<file path="config.mk">
export PLATFORM = sky130hd
export DESIGN_NAME = chess_input_conditioner
export DESIGN_NICKNAME = d
export VERILOG_FILES = /design/src/rtl/chess_input_conditioner.sv
export SDC_FILE = /design/constraint.sdc
export NUM_CORES = 1
export LEC_CHECK = 0
export CAP_MARGIN = 30
export CORE_MARGIN = 4
export CORE_UTILIZATION = 40
export CTS_BUF_LIST = sky130_fd_sc_hd__clkbuf_8
export DETAILED_ROUTE_END_ITERATION = 7
export PLACE_DENSITY = 0.69
export SYNTH_ARGS = -nofsm -noshare
export SYNTH_HDL_FRONTEND = slang
export SYNTH_SLANG_ARGS = --single-unit
</file>
<file path="constraint.sdc">
create_clock -name clk -period 1.6 [get_ports clk]
set_input_delay 0.24 -clock clk [delete_from_list [all_inputs] [get_ports clk]]
set_output_delay 0.24 -clock clk [all_outputs]
set_load 0.02 [all_outputs]
</file>
<file path="src/rtl/chess_input_conditioner.sv">
// Button front end for the chess clock: synchronises and debounces four raw
// buttons, turns debounced presses into single events and sequences the game.
module chess_input_conditioner #(
  parameter int DEBOUNCE_CYCLES = 16,
  parameter int CNT_W           = 16
) (
  input  logic       clk,
  input  logic       reset,
  input  logic       btn_start,
  input  logic       btn_switch,
  input  logic       btn_surr_p1,
  input  logic       btn_surr_p2,
  output logic       start,
  output logic       switch_turn,
  output logic       surrender_player1,
  output logic       surrender_player2,
  output logic [1:0] game_state
);

  localparam int NB = 4;
  localparam int B_START  = 0;
  localparam int B_SWITCH = 1;
  localparam int B_SURR1  = 2;
  localparam int B_SURR2  = 3;
  localparam logic [CNT_W-1:0] CNT_LAST = CNT_W'(DEBOUNCE_CYCLES - 1);

  typedef enum logic [1:0] {
    S_IDLE    = 2'b00,
    S_RUNNING = 2'b01,
    S_ENDED   = 2'b10
  } state_t;

  logic [NB-1:0] raw;
  logic [NB-1:0] sync1;
  logic [NB-1:0] sync2;
  logic [NB-1:0] press;
  state_t        state;

  assign raw = {btn_surr_p2, btn_surr_p1, btn_switch, btn_start};

  // NOTE: sequential state uses non-blocking assignments so every flop samples
  // pre-edge values; blocking here would collapse the two synchronizer stages.
  always_ff @(posedge clk) begin
    if (!reset) begin
      sync1 <= '0;
      sync2 <= '0;
    end else begin
      sync1 <= raw;
      sync2 <= sync1;
    end
  end

  for (genvar i = 0; i < NB; i++) begin : g_db
    logic [CNT_W-1:0] cnt;
    logic             level;
    logic             level_q;

    // Counter only runs while the synced input disagrees with the accepted level.
    always_ff @(posedge clk) begin
      if (!reset) begin
        cnt     <= '0;
        level   <= 1'b0;
        level_q <= 1'b0;
      end else begin
        level_q <= level;
        if (sync2[i] == level) begin
          cnt <= '0;
        end else if (cnt == CNT_LAST) begin
          level <= sync2[i];
          cnt   <= '0;
        end else begin
          cnt <= cnt + 1'b1;
        end
      end
    end

    assign press[i] = level & ~level_q;
  end

  always_ff @(posedge clk) begin
    if (!reset) begin
      state             <= S_IDLE;
      start             <= 1'b0;
      switch_turn       <= 1'b0;
      surrender_player1 <= 1'b0;
      surrender_player2 <= 1'b0;
    end else begin
      switch_turn       <= 1'b0;
      surrender_player1 <= 1'b0;
      surrender_player2 <= 1'b0;
      case (state)
        S_IDLE: begin
          if (press[B_START]) begin
            state <= S_RUNNING;
            start <= 1'b1;
          end
        end
        S_RUNNING: begin
          // Simultaneous surrenders cancel; a surrender always beats a switch.
          if (press[B_SURR1] && press[B_SURR2]) begin
            state <= S_RUNNING;
          end else if (press[B_SURR1]) begin
            surrender_player1 <= 1'b1;
            state             <= S_ENDED;
          end else if (press[B_SURR2]) begin
            surrender_player2 <= 1'b1;
            state             <= S_ENDED;
          end else if (press[B_SWITCH]) begin
            switch_turn <= 1'b1;
          end
        end
        S_ENDED: state <= S_ENDED;
        default: begin
          state <= S_IDLE;
          start <= 1'b0;
        end
      endcase
    end
  end

  assign game_state = state;

endmodule

</file>
==> metrics.csv, run 1 <==
stage,metric,value,unit
worst_setup_path,slowest_stage,or4_1,
worst_setup_path,path_depth,4,
worst_setup_path,path_class,flip-flop to flip-flop,
min_path,min_to,switch_turn,
run,maxCapViolCount,0,
yosys,async_flop_share,0,%
floorplan,dieArea,10400,µm²
grt,grt_pass1_wl,10600,µm
sta,fin_hold_ws,0.389,ns
worst_setup_path,critPathMaxStageDelay,0.51,ns
worst_setup_path,r2r_slack,0.06,ns
routing,drt_iter0_drc,71,
worst_setup_path,start_kind,flip-flop,
grt,grt_usage,12.8,%
cts,cts-root-buf,clkbuf_8,
yosys,ys_types,34,
yosys,ys.warnings.count,0,
cells_and_area,syn_to_final_growth,17.3,%
min_path,worstHoldPathCells,1,
floorplan,die_y,102,µm
sta,tightest_slew,0.362,ns
routing,vias,2656,
worst_setup_path,crit_arrival,1.82,ns
min_path,hold_path.class,flip-flop to flip-flop,
yosys,ys.flop_type,dfxtp_1,
sta,min_period_over_period,96.1,%
pwr,vdd_drop_max,0.610,mV
sta,fmax,650,MHz
yosys,syn_avg_cell_area,9.05,µm²
grt,overflow,0,
sta,finalHoldViolCount,0,
worst_setup_path,end_kind,flip-flop,
place,dp.cells,515,
cts,clk_latency,0.35,ns
sta,drv_slew,0,
routing,viasPerCell,5.00,
yosys,synthTopCellsByArea,"dfxtp_1 (49%), xnor2_1 (11%), nor2_1 (7.8%)",
routing,ant_nets,0,
sta,setup_ws,0.0627,ns
worst_setup_path,crit_fanout,5,
cts,cts.sinks,86,
yosys,synth_cells,392,
worst_setup_path,path_buf_inv,0,
floorplan,pin_count,12,
worst_setup_path,reg2reg_from,g_db[2].cnt[8],
sta,relSlewSlack,75.8,%
grt,grt_max_degree,23,
worst_setup_path,cp.required,1.88,ns
pwr,power_density,945,nW/µm²
cts,cts_max_level,3,
sta,skew,0.00983,ns
floorplan,dieWidth,102,µm
cells_and_area,fin_cells,531,
routing,wl_per_cell,11.3,µm
floorplan,start_util,40.9,%
routing,route.detailed.drc,0,
place,gp_congestion,0.801,
routing,drt_first_pass_iters,5,
yosys,yosysMostFrequentCell,dfxtp_1,
yosys,synth-edff-count,0,
floorplan,coreArea,8680,µm²
yosys,syn-cell-area,3550,µm²
place,pre_cts_slack,0.0913,ns
worst_setup_path,crit_family,simple AND/OR/NAND/NOR gates,
cts,clk_pin_slew,0.08,ns
worst_setup_path,worstPathCellList,nand4_2 > or2_0 > or4_1 > a21oi_1,
cts,post_cts_buffers,0,
routing,routed_wl,5970,µm
grt,antenna_found_initial,0,
cts,cts_tree,done,
min_path,hold_start,g_db[1].level_q,
yosys,yosysSeqAreaShare,48.6,%
floorplan,rows,34,
cells_and_area,fillCellCount,865,
yosys,ys_seq_elements,86,
yosys,synth.net_count,405,
run_status,status,finished clean,
place,dp_hpwl,4110,µm
worst_setup_path,r2r_cells,4,
cts,cts-buffers-inserted,9,
cells_and_area,nets,431,
cells_and_area,layout-drive-gt1-share,8.27,%
cts,clk_path_buf_depth,2,
worst_setup_path,timing.rr.end,g_db[2].cnt[15],
yosys,synth_top_area_cell,dfxtp_1,
pwr,p_leak,1.38,nW
sta,fin_crit,1.54,ns
place,portBuffers,11,
grt,grt_pass1_vias,2499,
cells_and_area,diodes,0,
yosys,synth_top_area_share,48.6,%
sta,finalSetupViolations,0,
yosys,ys_top_cells_by_count,"dfxtp_1 (86), nor2_1 (74), xnor2_1 (46), nor4_1 (28), nand3_1 (27)",
[timing repair]
item	in CTS	in global routing
hold buffers	0	0
resized for setup	2	10
setup endpoints to repair	2	28
pin swaps	0	0
[routing by layer]
| layer | track usage, % | wire length, µm |
|---|---|---|
| met5 | 0 | 0 |
| met4 | 6.76 | 138 |
| met3 | 3.62 | 177 |
| met2 | 19.5 | 2680 |
| met1 | 16.3 | 2970 |
[final cells by class]
type | instances | area, µm² | area share (%)
Clock buffer | 12 | 165 | 3.97
Clock inverter | 4 | 68.8 | 1.65
Inverter | 19 | 71.3 | 1.71
Multi-Input combinational cell | 281 | 1770 | 42.5
Sequential cell | 86 | 1720 | 41.4
Tap cell | 108 | 135 | 3.25
Timing Repair Buffer | 21 | 229 | 5.51
[power by group]
group	total [mW]	internal (mW)	switching, mW
registers	2.16	2.15	0.00596
clock network	1.71	0.999	0.715
logic	0.0614	0.0320	0.0294
[cell usage in the layout (no fill, tap or decap), drive strengths merged, types with 13 or more instances in the layout]
cell type,netlist,final
xor2,13,13
nand3,28,28
nor4,28,28
nor3,18,18
inv,19,20
nand4,14,14
xnor2,46,46
nand2,13,13
nor2,74,74
dfxtp,86,86
[registers in the layout (all words and copies together), names as in the netlist]
signal	flops
switch_turn	1
surrender_player1	1
surrender_player2	1
game_state	2
g_db.level_q	4
g_db.cnt	64
sync1	4
sync2	4
start	1
g_db.level	4
[worst max path at each step]
| stage | startpoint | slack, ns | endpoint |
|---|---|---|---|
| after detailed placement | g_db[2].cnt[8] | 0.09 | g_db[2].cnt[15] |
| after CTS | surrender_player2 | 0.03 | surrender_player2 |
| after floorplan | g_db[0].cnt[0] | 0.06 | g_db[0].cnt[10] |
| after global routing | g_db[2].cnt[0] | -0.006 | g_db[2].cnt[14] |
| final | g_db[2].cnt[8] | 0.06 | g_db[2].cnt[15] |
| after global placement | g_db[3].cnt[0] | 0.14 | g_db[3].cnt[14] |
[worst register-to-register path, cell delays in order, from the launching register on]
cell,delay [ns]
dfxtp_1,0.43
nand4_2,0.13
or2_0,0.25
or4_1,0.51
a21oi_1,0.15
[stage by stage]
stage          utilization (%)  total power, mW  TNS (ns)  instance area, µm²
6_report                  47.9             3.93         0                4160
5_1_grt                   47.9             4.09  -0.00554                4160
4_1_cts                   47.3             4.00         0                4110
3_5_place_dp              44.7             2.27         0                3880
3_3_place_gp              44.7             2.27         0                3880
2_1_floorplan                -             2.24         0                3550
[cells by family (layout without fill, tap and decap cells)]
logic type	after synthesis	in the layout	share of synthesized area, %
buf+inv	25	56	2.75
compound gates	9	9	1.94
simple gates	202	202	28.6
mux	4	4	1.13
flops	86	86	48.6
fa+ha+maj	7	7	2.47
xor+xnor	59	59	14.6
Power figures use the tool's default switching activity.
==> run 2, diff against run 1 <==
--- a/config.mk
+++ b/config.mk
@@ -6,7 +6,7 @@
 export NUM_CORES = 1
 export LEC_CHECK = 0
 export CAP_MARGIN = 30
-export CORE_MARGIN = 4
+export CORE_ASPECT_RATIO = 0.5
 export CORE_UTILIZATION = 40
 export CTS_BUF_LIST = sky130_fd_sc_hd__clkbuf_8
 export DETAILED_ROUTE_END_ITERATION = 7
==> run 2 against run 1 <==
Against the previous run: sequential power is essentially flat; clock power grew 5%; routed wire length is 2.6% higher; global-route usage increased by 1.7 points; count of clock-buffer cells in the layout is 3 lower; first-iteration DRC count increased to 2.5 times the previous value; utilization up 2.8 points; sequential share of layout area decreased by 0.36 points; critical path type is now flip-flop to primary output; worst setup slack gained 0.026 ns; cell count grew 1.3%; die area shrank 11%; via count rose by 0.49%.
==> metrics.csv, run 2 (same netlist as run 1, synthesis figures left out) <==
stage,metric,value,unit,change
run_status,status,finished clean,,unchanged
worst_setup_path,slowest_stage,clkdlybuf4s50_1,,was or4_1
cts,clk_latency,0.36,ns,was 0.35 ns
place,pre_cts_slack,0.113,ns,was 0.0913 ns
sta,fin_crit,1.51,ns,was 1.54 ns
cts,cts_tree,done,,unchanged
sta,tightest_slew,0.390,ns,was 0.362 ns
routing,drt_iter0_drc,180,,was 71
place,gp_congestion,0.795,,was 0.801
sta,fin_hold_ws,0.406,ns,was 0.389 ns
grt,grt_use_met1,17.6,%,was 16.3%
worst_setup_path,cp.required,1.36,ns,was 1.88 ns
grt,met3_usage,4.82,%,was 3.62%
sta,finalSetupViolations,0,,unchanged
routing,ant_nets,0,,unchanged
floorplan,pin_count,12,,unchanged
worst_setup_path,path_buf_inv,1,,was 0
run,maxCapViolCount,0,,unchanged
floorplan,start_util,42.8,%,was 40.9%
cells_and_area,layout-drive-gt1-share,9.15,%,was 8.27%
place,portBuffers,11,,unchanged
worst_setup_path,end_kind,primary output,,was flip-flop
sta,skew,0.0111,ns,was 0.00983 ns
cells_and_area,fin_cells,538,,was 531
sta,drv_slew,0,,unchanged
grt,busiest_layer,met2,,unchanged
routing,wl_per_cell,11.4,µm,was 11.3 µm
routing,viasPerCell,4.96,,was 5.00
cts,post_cts_buffers,0,,unchanged
pwr,power_density,955,nW/µm²,was 945 nW/µm²
cts,clk_pin_slew,0.09,ns,was 0.08 ns
cells_and_area,mostFrequentLayoutCells,"dfxtp_1 (84), nor2_1 (74), xnor2_1 (46)",,"was dfxtp_1 (86), nor2_1 (74), xnor2_1 (46)"
sta,fmax,662,MHz,was 650 MHz
sta,setup_ws,0.0885,ns,was 0.0627 ns
pwr,p_leak,1.39,nW,was 1.38 nW
cells_and_area,diodes,0,,unchanged
worst_setup_path,crit_fanout,1,,was 5
cells_and_area,layout_commonest_cell,dfxtp_1,,unchanged
sta,finalSetupTns,0,ns,unchanged
routing,drt_first_pass_iters,5,,unchanged
place,dp.cells,522,,was 515
sta,finalHoldViolCount,0,,unchanged
cells_and_area,nets,434,,was 431
worst_setup_path,crit_arrival,1.27,ns,was 1.82 ns
floorplan,rows,23,,was 34
cts,ctsHoldBuffers,0,,unchanged
cells_and_area,fin_area,4200,µm²,was 4160 µm²
cts,cts-root-buf,clkbuf_8,,unchanged
cts,cts-buffers-inserted,9,,unchanged
place,dp_hpwl,4050,µm,was 4110 µm
pwr,power,4.01,mW,was 3.93 mW
cells_and_area,fillCellCount,768,,was 865
min_path,hold_path.class,flip-flop to flip-flop,,unchanged
worst_setup_path,critPathMaxStageDelay,0.60,ns,was 0.51 ns
floorplan,dieWidth,135,µm,was 102 µm
sta,relSlewSlack,73.9,%,was 75.8%
floorplan,coreArea,8290,µm²,was 8680 µm²
cells_and_area,largest_register_ffs,64,,unchanged
routing,routed_wl,6130,µm,was 5970 µm
cts,cts.sinks,86,,unchanged
cts,cts_max_level,3,,unchanged
routing,route.detailed.drc,0,,unchanged
sta,min_period_over_period,94.5,%,was 96.1%
grt,gr-usage-met2,24.0,%,was 19.5%
grt,grt_pass1_wl,10400,µm,was 10600 µm
pwr,vdd_drop_max,0.498,mV,was 0.610 mV
grt,overflow,0,,unchanged
worst_setup_path,start_kind,flip-flop,,unchanged
cells_and_area,top_register,g_db.cnt,,unchanged
sta,rsz0062_at_grt,yes,,
floorplan,die_y,68.6,µm,was 102 µm
grt,grt_pass1_vias,2377,,was 2499
floorplan,dieArea,9270,µm²,was 10400 µm²
cts,clk_path_buf_depth,2,,unchanged
routing,vias,2669,,was 2656
worst_setup_path,worstPathCellList,clkdlybuf4s50_1,,was nand4_2 > or2_0 > or4_1 > a21oi_1
cells_and_area,syn_to_final_growth,18.5,%,was 17.3%
worst_setup_path,crit_family,buffers and inverters,,was simple AND/OR/NAND/NOR gates
worst_setup_path,path_class,flip-flop to primary output,,was flip-flop to flip-flop
grt,grt_max_degree,23,,unchanged
grt,grt_usage,14.4,%,was 12.8%
grt,antenna_found_initial,0,,unchanged
place,dpl_cell_area,3920,µm²,was 3880 µm²
cells_and_area,final_core_util,50.7,%,was 47.9%
-- run 2: changes by cell type in the layout (fill, tap and decap cells not counted), sizes merged --
cell / before / now
buf: 10 / 13
clkbuf: 12 / 9
bufinv: 2 / 3
clkdlybuf4s50: 7 / 8
clkinv: 1 / 2
dlymetal6s2s: 2 / 1
inv: 20 / 21
-- run 2: area by class of cell --
type / count / area [µm²] / share of cell area (%)
Sequential cell: 86 / 1720 / 41.0
Clock buffer: 9 / 124 / 2.95
Multi-Input combinational cell: 281 / 1770 / 42.1
Tap cell: 112 / 140 / 3.34
Inverter: 19 / 71.3 / 1.70
Timing Repair Buffer: 24 / 258 / 6.13
Clock inverter: 7 / 115 / 2.74
-- run 2: power breakdown --
| part | leakage (nW) | total, mW | internal (mW) | switching (mW) |
|---|---|---|---|---|
| logic | 0.565 | 0.0650 | 0.0334 | 0.0316 |
| clock network | 0.126 | 1.79 | 1.03 | 0.759 |
| registers | 0.695 | 2.16 | 2.15 | 0.00666 |
-- run 2: what timing repair did --
| item | in CTS | in global routing |
|---|---|---|
| gates resized for setup | 2 | 10 |
| endpoints found under the setup margin | 2 | 21 |
| pin swaps | 0 | 1 |
-- run 2: worst paths after layout --
kind                            slack, ns                end              start  cells after the start
worst min register to register       0.41        switch_turn    g_db[1].level_q                      1
worst min-delay path                 0.41        switch_turn    g_db[1].level_q                      1
worst max-delay path                 0.09  surrender_player2  surrender_player2                      1
worst max register to register       0.10    g_db[2].cnt[15]     g_db[2].cnt[4]                      4
-- run 2: layer usage --
metal | up-vias | wire, µm
met1 | 1238 | 3070
met2 | 29 | 2740
li1 | 1394 | -
met4 | 0 | 92
met3 | 8 | 224
met5 | - | 0
==> run 3, diff against run 2 <==
--- a/config.mk
+++ b/config.mk
@@ -11,6 +11,7 @@
 export CTS_BUF_LIST = sky130_fd_sc_hd__clkbuf_8
 export DETAILED_ROUTE_END_ITERATION = 7
 export PLACE_DENSITY = 0.69
+export SLEW_MARGIN = 20
 export SYNTH_ARGS = -nofsm -noshare
 export SYNTH_HDL_FRONTEND = slang
 export SYNTH_SLANG_ARGS = --single-unit
==> results of run 3 <==
No change in the layout: final DEF, timing and power equal those of run 2.
